$ cat src/rtl/com_bus_arb_pkg.sv
// Shared types and constants for the common-bus round-robin arbiter.
//   arb_state_t  : per-channel FSM state (IDLE -> GRANT -> GAP -> IDLE)
//   MAX_TURN_GAP : largest supported turnaround gap in cycles
//   GAP_W        : width of the turnaround gap counter
package com_bus_arb_pkg;

    typedef enum logic [1:0] {
        ARB_IDLE  = 2'd0,
        ARB_GRANT = 2'd1,
        ARB_GAP   = 2'd2
    } arb_state_t;

    localparam int unsigned MAX_TURN_GAP = 3;
    localparam int unsigned GAP_W        = $clog2(MAX_TURN_GAP + 1);

endpackage

$ cat src/rtl/com_bus_rr_arbiter_rr_pick.sv
// Combinational round-robin select: first requester at or above ptr, wrapping N-1 -> 0.
//   req   : request vector
//   ptr   : current round-robin pointer
//   gnt_c : one-hot winner (zero when no request)
//   idx_c : winner index (zero when no request)
//   any_c : at least one request present
module rr_pick #(
    parameter int unsigned N = 4
) (
    input  logic [N-1:0]         req,
    input  logic [$clog2(N)-1:0] ptr,
    output logic [N-1:0]         gnt_c,
    output logic [$clog2(N)-1:0] idx_c,
    output logic                 any_c
);

    localparam int unsigned IW = $clog2(N);

    logic [IW-1:0] j;

    // Scan from ptr upward; the first hit wins.
    always_comb begin
        gnt_c = '0;
        idx_c = '0;
        any_c = 1'b0;
        j     = '0;
        for (int unsigned i = 0; i < N; i++) begin
            j = IW'((32'(ptr) + i) % N);
            if (!any_c && req[j]) begin
                any_c    = 1'b1;
                gnt_c[j] = 1'b1;
                idx_c    = j;
            end
        end
    end

endmodule

$ cat src/rtl/com_bus_rr_arbiter.sv
// Common-bus arbiter with two independent single-owner channels (PROC and SNOOP).
// Round-robin per channel, hold-until-release, turnaround gap, hold watchdog.
//   clk, rst             : bus clock, async active-high reset
//   req_proc / gnt_proc  : processor-side requests / one-hot grant
//   req_snoop / gnt_snoop: snoop-side requests / one-hot grant
//   mem_snoop_req / _gnt : memory snoop, lowest priority on the SNOOP channel
//   proc_owner           : index of current PROC owner (valid while proc_busy)
//   proc_busy/snoop_busy : channel currently granted
//   hold_timeout         : [0] PROC, [1] SNOOP single-cycle watchdog pulse
module com_bus_rr_arbiter
    import com_bus_arb_pkg::*;
#(
    parameter int unsigned N_PROC   = 8,
    parameter int unsigned N_SNOOP  = 4,
    parameter int unsigned MAX_HOLD = 64,
    parameter int unsigned TURN_GAP = 1
) (
    input  logic                      clk,
    input  logic                      rst,
    input  logic [N_PROC-1:0]         req_proc,
    output logic [N_PROC-1:0]         gnt_proc,
    input  logic [N_SNOOP-1:0]        req_snoop,
    output logic [N_SNOOP-1:0]        gnt_snoop,
    input  logic                      mem_snoop_req,
    output logic                      mem_snoop_gnt,
    output logic [$clog2(N_PROC)-1:0] proc_owner,
    output logic                      proc_busy,
    output logic                      snoop_busy,
    output logic [1:0]                hold_timeout
);

    localparam int unsigned PP_W   = $clog2(N_PROC);
    localparam int unsigned SP_W   = $clog2(N_SNOOP);
    localparam int unsigned HOLD_W = (MAX_HOLD > 0) ? $clog2(MAX_HOLD + 1) : 1;

    arb_state_t          proc_state, snp_state;
    logic [PP_W-1:0]     proc_ptr;
    logic [SP_W-1:0]     snp_ptr;
    logic [GAP_W-1:0]    proc_gap, snp_gap;
    logic [HOLD_W-1:0]   proc_hold, snp_hold;
    logic                proc_to, snp_to;

    logic [N_PROC-1:0]   proc_gnt_c;
    logic [PP_W-1:0]     proc_idx_c;
    logic                proc_any_c;
    logic [N_SNOOP-1:0]  snp_gnt_c;
    logic [SP_W-1:0]     snp_idx_c;
    logic                snp_any_c;
    logic                snp_owner_req_c;

    rr_pick #(.N(N_PROC)) u_pick_proc (
        .req   (req_proc),
        .ptr   (proc_ptr),
        .gnt_c (proc_gnt_c),
        .idx_c (proc_idx_c),
        .any_c (proc_any_c)
    );

    rr_pick #(.N(N_SNOOP)) u_pick_snoop (
        .req   (req_snoop),
        .ptr   (snp_ptr),
        .gnt_c (snp_gnt_c),
        .idx_c (snp_idx_c),
        .any_c (snp_any_c)
    );

    // Current SNOOP owner (core or memory) still requesting.
    assign snp_owner_req_c = (|(gnt_snoop & req_snoop)) | (mem_snoop_gnt & mem_snoop_req);

    assign hold_timeout = {snp_to, proc_to};

    // PROC channel FSM, pointer, gap and watchdog.
    always_ff @(posedge clk or posedge rst) begin
        if (rst) begin
            proc_state <= ARB_IDLE;
            gnt_proc   <= '0;
            proc_owner <= '0;
            proc_busy  <= 1'b0;
            proc_ptr   <= '0;
            proc_gap   <= '0;
            proc_hold  <= '0;
            proc_to    <= 1'b0;
        end else begin
            proc_to <= 1'b0;
            case (proc_state)
                ARB_IDLE: begin
                    if (proc_any_c) begin
                        gnt_proc   <= proc_gnt_c;
                        proc_owner <= proc_idx_c;
                        proc_busy  <= 1'b1;
                        proc_hold  <= '0;
                        proc_ptr   <= (proc_idx_c == PP_W'(N_PROC - 1)) ? '0 : proc_idx_c + PP_W'(1);
                        proc_state <= ARB_GRANT;
                    end
                end
                ARB_GRANT: begin
                    if (!(|(gnt_proc & req_proc))) begin
                        gnt_proc   <= '0;
                        proc_busy  <= 1'b0;
                        proc_gap   <= '0;
                        proc_state <= (TURN_GAP == 0) ? ARB_IDLE : ARB_GAP;
                    end else if (MAX_HOLD != 0 && proc_hold != HOLD_W'(MAX_HOLD)) begin
                        // Saturating count; pulse only on reaching the limit.
                        proc_hold <= proc_hold + HOLD_W'(1);
                        proc_to   <= (proc_hold + HOLD_W'(1)) == HOLD_W'(MAX_HOLD);
                    end
                end
                ARB_GAP: begin
                    if (proc_gap == GAP_W'(TURN_GAP - 1)) proc_state <= ARB_IDLE;
                    else                                  proc_gap   <= proc_gap + GAP_W'(1);
                end
                default: proc_state <= ARB_IDLE;
            endcase
        end
    end

    // SNOOP channel FSM; memory snoop wins only when no core snoop request is set.
    always_ff @(posedge clk or posedge rst) begin
        if (rst) begin
            snp_state     <= ARB_IDLE;
            gnt_snoop     <= '0;
            mem_snoop_gnt <= 1'b0;
            snoop_busy    <= 1'b0;
            snp_ptr       <= '0;
            snp_gap       <= '0;
            snp_hold      <= '0;
            snp_to        <= 1'b0;
        end else begin
            snp_to <= 1'b0;
            case (snp_state)
                ARB_IDLE: begin
                    if (snp_any_c) begin
                        gnt_snoop  <= snp_gnt_c;
                        snoop_busy <= 1'b1;
                        snp_hold   <= '0;
                        snp_ptr    <= (snp_idx_c == SP_W'(N_SNOOP - 1)) ? '0 : snp_idx_c + SP_W'(1);
                        snp_state  <= ARB_GRANT;
                    end else if (mem_snoop_req) begin
                        mem_snoop_gnt <= 1'b1;
                        snoop_busy    <= 1'b1;
                        snp_hold      <= '0;
                        snp_state     <= ARB_GRANT;
                    end
                end
                ARB_GRANT: begin
                    if (!snp_owner_req_c) begin
                        gnt_snoop     <= '0;
                        mem_snoop_gnt <= 1'b0;
                        snoop_busy    <= 1'b0;
                        snp_gap       <= '0;
                        snp_state     <= (TURN_GAP == 0) ? ARB_IDLE : ARB_GAP;
                    end else if (MAX_HOLD != 0 && snp_hold != HOLD_W'(MAX_HOLD)) begin
                        snp_hold <= snp_hold + HOLD_W'(1);
                        snp_to   <= (snp_hold + HOLD_W'(1)) == HOLD_W'(MAX_HOLD);
                    end
                end
                ARB_GAP: begin
                    if (snp_gap == GAP_W'(TURN_GAP - 1)) snp_state <= ARB_IDLE;
                    else                                 snp_gap   <= snp_gap + GAP_W'(1);
                end
                default: snp_state <= ARB_IDLE;
            endcase
        end
    end

endmodule

$ cat config.mk
export PLATFORM = sky130hd
export DESIGN_NAME = com_bus_rr_arbiter
export DESIGN_NICKNAME = d
export VERILOG_FILES = /design/src/rtl/com_bus_arb_pkg.sv /design/src/rtl/com_bus_rr_arbiter_rr_pick.sv /design/src/rtl/com_bus_rr_arbiter.sv
export SDC_FILE = /design/constraint.sdc
export NUM_CORES = 1
export LEC_CHECK = 0
export CORE_UTILIZATION = 40
export CTS_CLUSTER_SIZE = 12
export DETAILED_ROUTE_END_ITERATION = 12
export DONT_BUFFER_PORTS = 1
export GPL_TIMING_DRIVEN = 0
export HOLD_SLACK_MARGIN = 0.08
export PLACE_DENSITY = 0.66
export REMOVE_ABC_BUFFERS = 1
export SETUP_SLACK_MARGIN = 0.4
export SYNTH_ARGS = -nofsm -noshare
export SYNTH_HDL_FRONTEND = slang
export SYNTH_SLANG_ARGS = --single-unit
$ cat constraint.sdc
create_clock -name clk -period 5.33 [get_ports clk]
set_input_delay 0.7995 -clock clk [delete_from_list [all_inputs] [get_ports clk]]
set_output_delay 0.7995 -clock clk [all_outputs]
set_load 0.01 [all_outputs]
==> flow_summary.toml <==
[setup_path]
path_common_cell = "o21ai_0"
crit_path_dat_ns = 4.65
path_cells = "inv_1 -> ha_2 -> mux2i_1 -> mux4_2 -> nor3_1 -> o21ai_0 -> o21ai_0 -> nor3_1 -> o221ai_1 -> ha_1 -> ha_1 -> nand2_1 -> o21ai_0"
critical_path.n_buffers_inverters = 1
timing.reg2reg.worst_path_depth = 13
timing_worst_setup_path_type = "reg2reg"
start_point_of_the_critical_path = "proc_ptr[0]"
critPathSlowestCell = "dfrtp_4"
timing.critical_path.from_type = "flop"
cp_slowest_stage_delay_ns = 0.68
reg2reg_from = "proc_ptr[0]"
critical-path-top-delay-family = "adder cells"
worst_setup_path_end_kind = "flop"
critical_path.max_fanout = 27
path_depth = 13
cp_data_required_time_ns = 5.48

[place]
detailed_place_hpwl_mm = 7.29
place_inst = 563
port-buffer-count = 0
gp_routability_congestion = 0.882

[cts]
ctsHtreeMaxLevel = 2
hold_buffers = 0
cts_setup_buffers = 0
cts_repair_resize_count = 1
cts.sinks = 47
tritoncts.num_buffers = 5
cts_tree = "yes"
ctsRootBufferMaster = "clkbuf_8"
insertion_delay_ns = 0.31
path_clk_slew_ns = 0.10
clk_path_buf_depth = 2

[floorplanning]
core.rowCount = 36
chipHeight_um = 103
die_area_um2 = 10700
fp.dieW_um = 103
initial_utilization = 0.416
placeableCoreArea_um2 = 9860
io-pin-count = 35

[logic_synthesis]
post_synthesis_cells = 449
ys.flop_type = "dfrtp_1"
mappedNetlistArea_um2 = 4110
synth_sequential_area_ratio = 0.286
postSynthAreaPerCell_um2 = 9.15
synth-edff-count = 0
postSynthRegisterBits = 47
synthTopCellsByArea = "dfrtp_1 (29%), mux4_2 (8.2%), ha_1 (6.7%), mux2i_1 (3.7%), o21ai_0 (3.7%)"
asr_flop_ratio_synth = 1.00
yosysWarningCount = 0
synth_top_cell_by_area = "dfrtp_1"
post-synth-top-area-fraction = 0.286
yosys.cell_types.count = 61

[timing]
grt_setup_unrepaired = "false"
final_max_slew_viol_count = 0
slew_headroom = 0.316
fmaxAchievable_ghz = 0.222
worst_clock_skew_ns = 0.0149
slew_at_the_pin_closest_to_its_max_slew_limit_ns = 1.02
period_needed_ns = 4.50
timing.final.setup_violations = 0
post-route-period-util = 0.844
report.final.hold_viol_count = 0
setup-tns-final_ns = 0

[outcome]
run_status = "finished clean"

[layout]
antenna_cells_inserted = 0
final_nets = 474
layout-area-overhead-vs-synth_pct = 4.57
post_layout_nonfiller_instances = 571
fin_util = 0.435
final_cell_mix = "dfrtp_1 (46), nand2_1 (39), o21ai_0 (30), nand3_1 (25), inv_1 (23)"
layout_commonest_cell = "dfrtp_1"
drive_gt1_frac = 0.121

[route]
ant_nets = 0
met3_length_um = 697
vias = 3602
drt_pre_antenna_iters = 7
routedWlPerCell_um = 17.3
number_of_design_rule_violations_left_by_the_first_detailed_router_iteration = 276
routed_wirelength_mm = 9.90
wire_length_the_detailed_router_placed_on_met1_mm = 4.41
route.met2.wl_mm = 4.61
drcViolationCount = 0
detail_route.vias_per_cell = 6.31
highest_layer = "met4"

[worst_hold_path]
hp-class = "in2async"

[run]
max_cap_viol_count = 0

[global_route]
antenna_found_initial = 0
first_global_vias = 3362
pin_count_of_the_biggest_net_entering_global_routing = 35
overflow_after_grt = 0
global_route_wire_length_before_repair_mm = 16.7
grtUsageTotal = 0.198

[pwr]
vdd_drop_max_uv = 326
leak_nw = 1.74
power_per_cell_area_nw_per_um2 = 695
[per-stage QoR]
step	total power, mW	hold WS [ns]	cell area (µm²)	setup WS (ns)
3_5_place_dp	2.67	0.525	4170	0.116
2_1_floorplan	2.23	0.492	3990	1.15
3_3_place_gp	2.62	0.511	4150	0.272
4_1_cts	2.96	0.326	4290	0.591
6_report	2.98	0.319	4300	0.829
5_1_grt	3.24	0.337	4300	0.615
[cells in the mapped netlist (all sizes together), types with 2 or more instances]
| cell | number |
|---|---|
| a31oi | 5 |
| clkbuf | 6 |
| nand3 | 25 |
| or3 | 2 |
| a32o | 2 |
| nor3 | 18 |
| nor4 | 3 |
| o31ai | 2 |
| o211ai | 3 |
| nand2 | 39 |
| a211oi | 8 |
| and3 | 7 |
| nor3b | 4 |
| o32ai | 6 |
| o21bai | 2 |
| mux4 | 15 |
| ha | 22 |
| a21oi | 16 |
| nand4 | 6 |
| and2 | 8 |
| a21o | 7 |
| a221oi | 8 |
| dfrtp | 47 |
| inv | 24 |
| a21boi | 6 |
| or2 | 5 |
| a22oi | 14 |
| a32oi | 2 |
| mux2i | 16 |
| o41ai | 2 |
| nor2b | 3 |
| buf | 14 |
| nand2b | 9 |
| mux2 | 8 |
| o221ai | 5 |
| a22o | 5 |
| o21ai | 35 |
| nor2 | 21 |
| xor2 | 4 |
| xnor2 | 6 |
| a222oi | 3 |
[state kept, by name (all words and copies together) (netlist names), 3 cells and up, named ones only]
register	flops
proc_hold	7
gnt_snoop	4
gnt_proc	8
proc_ptr	3
proc_owner	3
snp_hold	7
[report_power, final]
part | leakage, nW | switching [mW] | internal [mW] | total, mW
Combinational | 1.08 | 1.16 | 0.830 | 1.99
Clock | 0.0587 | 0.135 | 0.142 | 0.278
Sequential | 0.609 | 0.247 | 0.471 | 0.717
Total | 1.74 | 1.54 | 1.44 | 2.98
[cell type report]
| type | instances | area [µm²] |
|---|---|---|
| fill | 942 | 5570 |
| multi-input combinational | 358 | 2720 |
| sequential | 47 | 1180 |
| tap | 133 | 166 |
| inverter | 24 | 90.1 |
| clock buffer | 5 | 68.8 |
| clock inverter | 3 | 47.5 |
| timing repair buffer | 1 | 20.0 |
[path summary, 6_finish.rpt]
| kind | endpoint | slack [ns] |
|---|---|---|
| max in group asynchronous | gnt_proc[7] | 4.53 |
| max | proc_ptr[2] | 0.83 |
| min in group clk | proc_gap[1] | 0.54 |
| min | proc_hold[2] | 0.32 |
| max reg2reg | proc_ptr[2] | 0.83 |
| min reg2reg | proc_gap[1] | 0.54 |
[per-layer routing]
layer  up-vias  global-route usage
met4         0              0.0737
li1       1688                   -
met5         -                   0
met2       138               0.310
met3        12              0.0390
met1      1764               0.273
[cell families after synthesis]
family	synth area share
flip-flops	0.286
XOR/XNOR	0.0213
AND/OR/NAND/NOR	0.185
adder cells (fa/ha/maj)	0.0670
buffers and inverters	0.0515
AO/OA/AOI/OAI	0.242
multiplexers	0.146
Note: power is estimated with default switching activity, not from simulation.
